===== src/rtl/spart_pkg.sv =====
// Shared SPART definitions: baud select encoding, divisor constants for a
// 50 MHz clock with 16x oversampling, and the divisor-sequencer state type.
package spart_pkg;

    typedef enum logic [1:0] {
        BAUD_4800  = 2'b00,
        BAUD_9600  = 2'b01,
        BAUD_19200 = 2'b10,
        BAUD_38400 = 2'b11
    } baud_sel_t;

    localparam logic [15:0] DIV_4800  = 16'd651;
    localparam logic [15:0] DIV_9600  = 16'd326;
    localparam logic [15:0] DIV_19200 = 16'd163;
    localparam logic [15:0] DIV_38400 = 16'd81;

    typedef enum logic [2:0] {
        ST_BOOT,
        ST_IDLE,
        ST_DRAIN,
        ST_WR_LO,
        ST_WR_HI,
        ST_SETTLE,
        ST_ACK
    } baud_cfg_state_t;

    function automatic logic [15:0] baud_divisor(input baud_sel_t sel);
        logic [15:0] div;
        case (sel)
            BAUD_4800:  div = DIV_4800;
            BAUD_9600:  div = DIV_9600;
            BAUD_19200: div = DIV_19200;
            default:    div = DIV_38400;
        endcase
        return div;
    endfunction

endpackage


===== src/rtl/baud_config_ctrl.sv =====
// Programs the baud generator's 16-bit divisor as a low/high byte pair once
// TX and RX are idle; runs a boot programming sequence after every reset.
module baud_config_ctrl
    import spart_pkg::*;
#(
    parameter int unsigned SETTLE_CYCLES = 2,
    parameter baud_sel_t   RESET_SEL     = BAUD_9600
) (
    input  logic       clk,
    input  logic       rst,
    input  logic       cfg_req,
    input  logic [1:0] cfg_sel,
    input  logic       tx_busy,
    input  logic       rx_busy,
    output logic       cfg_ack,
    output logic       cfg_ready,
    output logic       busy,
    output logic       tx_hold,
    output logic [1:0] cur_sel,
    output logic       baud_write_en,
    output logic       baud_write_location,
    output logic [7:0] baud_generator_write_line
);

    localparam logic [3:0] SETTLE_LOAD = 4'(SETTLE_CYCLES);

    baud_cfg_state_t state;
    baud_cfg_state_t nxt_state;
    baud_sel_t       pending_sel;
    logic            from_req;
    logic [3:0]      settle_cnt;
    logic [15:0]     divisor;

    assign divisor = baud_divisor(pending_sel);

    always_comb begin
        nxt_state = state;
        case (state)
            ST_BOOT:   nxt_state = ST_DRAIN;
            ST_IDLE:   if (cfg_req) nxt_state = ST_DRAIN;
            ST_DRAIN:  if (!(tx_busy || rx_busy)) nxt_state = ST_WR_LO;
            ST_WR_LO:  nxt_state = ST_WR_HI;
            ST_WR_HI:  nxt_state = ST_SETTLE;
            ST_SETTLE: if (settle_cnt <= 4'd1) nxt_state = ST_ACK;
            ST_ACK:    nxt_state = ST_IDLE;
            default:   nxt_state = ST_BOOT;
        endcase
    end

    // Outputs are registered from the next state so each is valid for the
    // whole cycle of the state it belongs to, with no decode glitches.
    always_ff @(posedge clk or posedge rst) begin
        if (rst) begin
            state                     <= ST_BOOT;
            pending_sel               <= RESET_SEL;
            from_req                  <= 1'b0;
            settle_cnt                <= 4'd0;
            cfg_ack                   <= 1'b0;
            cfg_ready                 <= 1'b0;
            busy                      <= 1'b1;
            tx_hold                   <= 1'b1;
            cur_sel                   <= RESET_SEL;
            baud_write_en             <= 1'b0;
            baud_write_location       <= 1'b0;
            baud_generator_write_line <= 8'h00;
        end else begin
            state <= nxt_state;

            if (state == ST_BOOT) begin
                pending_sel <= RESET_SEL;
                from_req    <= 1'b0;
            end else if (state == ST_IDLE && cfg_req) begin
                pending_sel <= baud_sel_t'(cfg_sel);
                from_req    <= 1'b1;
            end

            if (state == ST_WR_HI)
                settle_cnt <= SETTLE_LOAD;
            else if (state == ST_SETTLE)
                settle_cnt <= settle_cnt - 4'd1;

            busy    <= (nxt_state != ST_IDLE);
            tx_hold <= (nxt_state != ST_IDLE);

            baud_write_en       <= (nxt_state == ST_WR_LO) || (nxt_state == ST_WR_HI);
            baud_write_location <= (nxt_state == ST_WR_HI);
            if (nxt_state == ST_WR_LO)
                baud_generator_write_line <= divisor[7:0];
            else if (nxt_state == ST_WR_HI)
                baud_generator_write_line <= divisor[15:8];
            else
                baud_generator_write_line <= 8'h00;

            // A boot sequence completes silently; only requests are acknowledged.
            cfg_ack <= (nxt_state == ST_ACK) && from_req;
            if (nxt_state == ST_ACK) begin
                cur_sel   <= pending_sel;
                cfg_ready <= 1'b1;
            end
        end
    end

endmodule


===== config.mk =====
export PLATFORM = sky130hd
export DESIGN_NAME = baud_config_ctrl
export DESIGN_NICKNAME = d
export VERILOG_FILES = /design/src/rtl/spart_pkg.sv /design/src/rtl/baud_config_ctrl.sv
export SDC_FILE = /design/constraint.sdc
export NUM_CORES = 1
export LEC_CHECK = 0
export CORE_AREA = 10 10 63 65
export CTS_CLUSTER_DIAMETER = 100
export DETAILED_ROUTE_END_ITERATION = 10
export DIE_AREA = 0 0 73 75
export HOLD_SLACK_MARGIN = 0.08
export SKIP_CTS_REPAIR_TIMING = 1
export SLEW_MARGIN = 20
export SYNTH_ARGS = -nofsm -noshare
export SYNTH_HDL_FRONTEND = slang
export SYNTH_SLANG_ARGS = --single-unit

===== constraint.sdc =====
create_clock -name clk -period 4.3 [get_ports clk]
set_input_delay 0.86 -clock clk [delete_from_list [all_inputs] [get_ports clk]]
set_output_delay 0.86 -clock clk [all_outputs]
set_load 0.03 [all_outputs]

==> flow_summary.yaml <==
run_status:
  status: "finished, final reports clean"
synth:
  postSynth.asyncResetShare_pct: 100
  synth-edff-count: 0
  ranking_of_synthesized_cells_by_instance_count: "sky130_fd_sc_hd__dfrtp_1 (22), sky130_fd_sc_hd__inv_1 (10), sky130_fd_sc_hd__nor2_1 (7)"
  ys_warn_count: 0
  avgSynthCellArea_um2: 11.4
  post-synth-top-area-fraction_pct: 52.3
  synthDominantAreaCellType: "sky130_fd_sc_hd__dfrtp_1"
  ys_seq_area_share_pct: 59.8
  post_synth_main_area_contributors: "sky130_fd_sc_hd__dfrtp_1 (52%), sky130_fd_sc_hd__dfstp_2 (7.5%), sky130_fd_sc_hd__inv_1 (3.6%), sky130_fd_sc_hd__nor2_1 (2.5%), sky130_fd_sc_hd__ha_1 (2.4%)"
  syn-cell-area_um2: 1050
  synthMostInstantiatedCell: "sky130_fd_sc_hd__dfrtp_1"
  netlist_instances: 92
  postSynthRegisterBits: 25
  yosysUniqueCellTypes: 28
  synth-main-ff-cell: "sky130_fd_sc_hd__dfrtp_1"
  syn_nets: 101
grt:
  grt_pass1_vias: 746
  grt_usage_pct: 8.21
  antenna_found_initial: 0
  grt_start_max_net_pins: 26
  global_route_wire_length_before_repair_mm: 3.59
  grt.overflow.total: 0
drt:
  detail-route-antenna-nets: 0
  drt_iter0_drc: 25
  drt-total-wl_mm: 2.13
  wl_per_cell_um: 14.6
  total_vias_in_the_final_route: 697
  drt-vias-per-instance: 4.77
  route.detailed.drc: 0
  firstDrtPassIters: 4
critical_path:
  path_depth: 1
  worst-setup-path-type: "reg2out"
  critical-path-top-delay-family: "buffers and inverters"
  endpoint_kind: "output port"
  timing.critical_path.from_type: "flip-flop"
  r2r.worst_path.cells: 3
  cp_slowest_stage_delay_ns: 0.67
  timing.critical_path.required_ns: 3.44
  path_buf_inv: 1
  critical_path.max_fanout: 2
  cp.arrival_ns: 1.54
  critical-path-slowest-cell: "sky130_fd_sc_hd__clkdlybuf4s50_1"
  cp_cell_sequence: "clkdlybuf4s50_1"
hold_path:
  worst_hold_path_type: "reg2reg"
  hold-path-cell-count: 1
sta:
  time_the_final_worst_path_needs_with_i_o_delays_and_setup_ns: 2.40
  max_clock_freq_mhz: 416
  final-hold-violation-count: 0
  worst_case_clock_skew_ns: 0.00412
  totalNegativeSetupSlack_ns: 0
  fin_crit_sh_pct: 55.8
  worstMarginPinSlew_ns: 0.939
  grt_setup_unrepaired: "no"
  drv_slew: 0
  final_setup_violating_endpoints: 0
  slew-limit-headroom_pct: 37.3
layout:
  drive_gt1_share_pct: 11.3
  final_area_um2: 1320
  area.growth.synth_to_final_pct: 25.1
  multi_input_gate_area_in_the_final_layout_um2: 363
  fin_nets: 125
  ff_latch_area_um2: 629
  num_antenna_cells: 0
  fillers: 271
cts:
  clock_tree_from_tritoncts: "built"
  cts_max_level: 1
  cts_max_path_buffers: 2
  cts-root-buf: "sky130_fd_sc_hd__clkbuf_4"
  clkLatencyLatePin_ns: 0.32
  tritoncts_num_sinks: 25
  clk_pin_slew_ns: 0.14
  cts_inserted_buffers: 3
die:
  fp.dieW_um: 73
  design.die.area_um2: 5480
  start_util_pct: 38.8
  std_cell_rows: 19
  dieHeight_um: 75
  design.core.area_um2: 2710
  floorplan.io_pins: 23
place:
  detailed_place.area_um2: 1290
  routability_congestion_estimate_from_global_placement: 0.815
  port-buffer-count: 22
  hpwlAfterDp_mm: 1.57
run:
  cap_violations: 0
pwr:
  vdd_drop_max_mv: 0.335
  power-per-cell-area_nw_per_um2: 666
  leakage_nw: 0.628
-- path summary, 6_finish.rpt --
kind | from | to | slack, ns
max in group asynchronous | rst | baud_write_en | 2.69
worst min register to register | cfg_ready | cfg_ready | 0.48
worst max register to register | state[1] | cur_sel[1] | 2.72
worst min-delay path | cfg_ready | cfg_ready | 0.48
worst max-delay path | cur_sel[0] | cur_sel[0] | 1.90
min in group asynchronous | rst | pending_sel[1] | 1.04
-- power breakdown --
part | total, mW | internal [mW] | leakage [nW] | switching [mW]
Sequential | 0.411 | 0.322 | 0.321 | 0.0883
Combinational | 0.361 | 0.157 | 0.290 | 0.204
Clock | 0.105 | 0.0348 | 0.0177 | 0.0704
Total | 0.877 | 0.514 | 0.628 | 0.363
-- cells by family after synthesis --
family | after synthesis | synth area share (%)
adder cells (fa/ha/maj) | 2 | 2.38
flip-flops | 25 | 59.8
AO/OA/AOI/OAI | 16 | 9.63
buffers and inverters | 13 | 5.71
AND/OR/NAND/NOR | 34 | 20.3
multiplexers | 2 | 2.14
-- sequential cells by signal (all words and copies together), names as in the netlist --
signal,cells
cfg_ack,1
pending_sel,2
cfg_ready,1
settle_cnt,4
state,3
tx_hold,1
baud_generator_write_line,8
from_req,1
cur_sel,2
baud_write_en,1
baud_write_location,1
-- metrics by stage --
step           total power, mW  util, %  hold slack (ns)  setup WS, ns  cells
3_5_place_dp             0.780     47.6            0.459          2.17    142
3_3_place_gp             0.769     47.6            0.454          2.20    142
5_1_grt                  0.942     48.6            0.519          1.84    146
2_1_floorplan            0.651        -            0.454          2.65     92
6_report                 0.877     48.6            0.484          1.90    146
4_1_cts                  0.886     48.6            0.492          1.88    146
-- layout by cell type (no fill, tap or decap), drive strengths merged --
cell type	netlist	routed
dfstp	3	3
a21oi	3	3
nor4	1	1
a2bb2oi	2	2
nor2	7	7
nand2	5	5
nor3b	3	3
and2	1	1
nor2b	1	1
or2	1	1
clkinv	0	1
or3	4	4
nand2b	3	3
nand3	1	1
clkbuf	0	3
a31oi	2	2
mux2	2	2
o21ai	4	4
nor3	5	5
ha	2	2
o21a	1	1
o22ai	2	2
nand3b	2	2
inv	10	10
a21o	1	1
dfrtp	22	22
clkdlybuf4s50	0	22
o2111ai	1	1
-- routing by layer --
metal  part of all wire (%)  GRT usage [%]
met2                     44           13.1
met5                      0              0
met3                    7.2           3.02
met1                     48           9.85
met4                    1.1           3.16
-- layout make-up --
type                       count  area share, %
tap                           31           2.95
multi-input combinational     54           27.6
clock buffer                   3           1.71
sequential                    25           47.8
inverter                      10           2.85
timing repair buffer          22           16.7
clock inverter                 1          0.380
No activity file was read; power rests on OpenSTA's default activity.
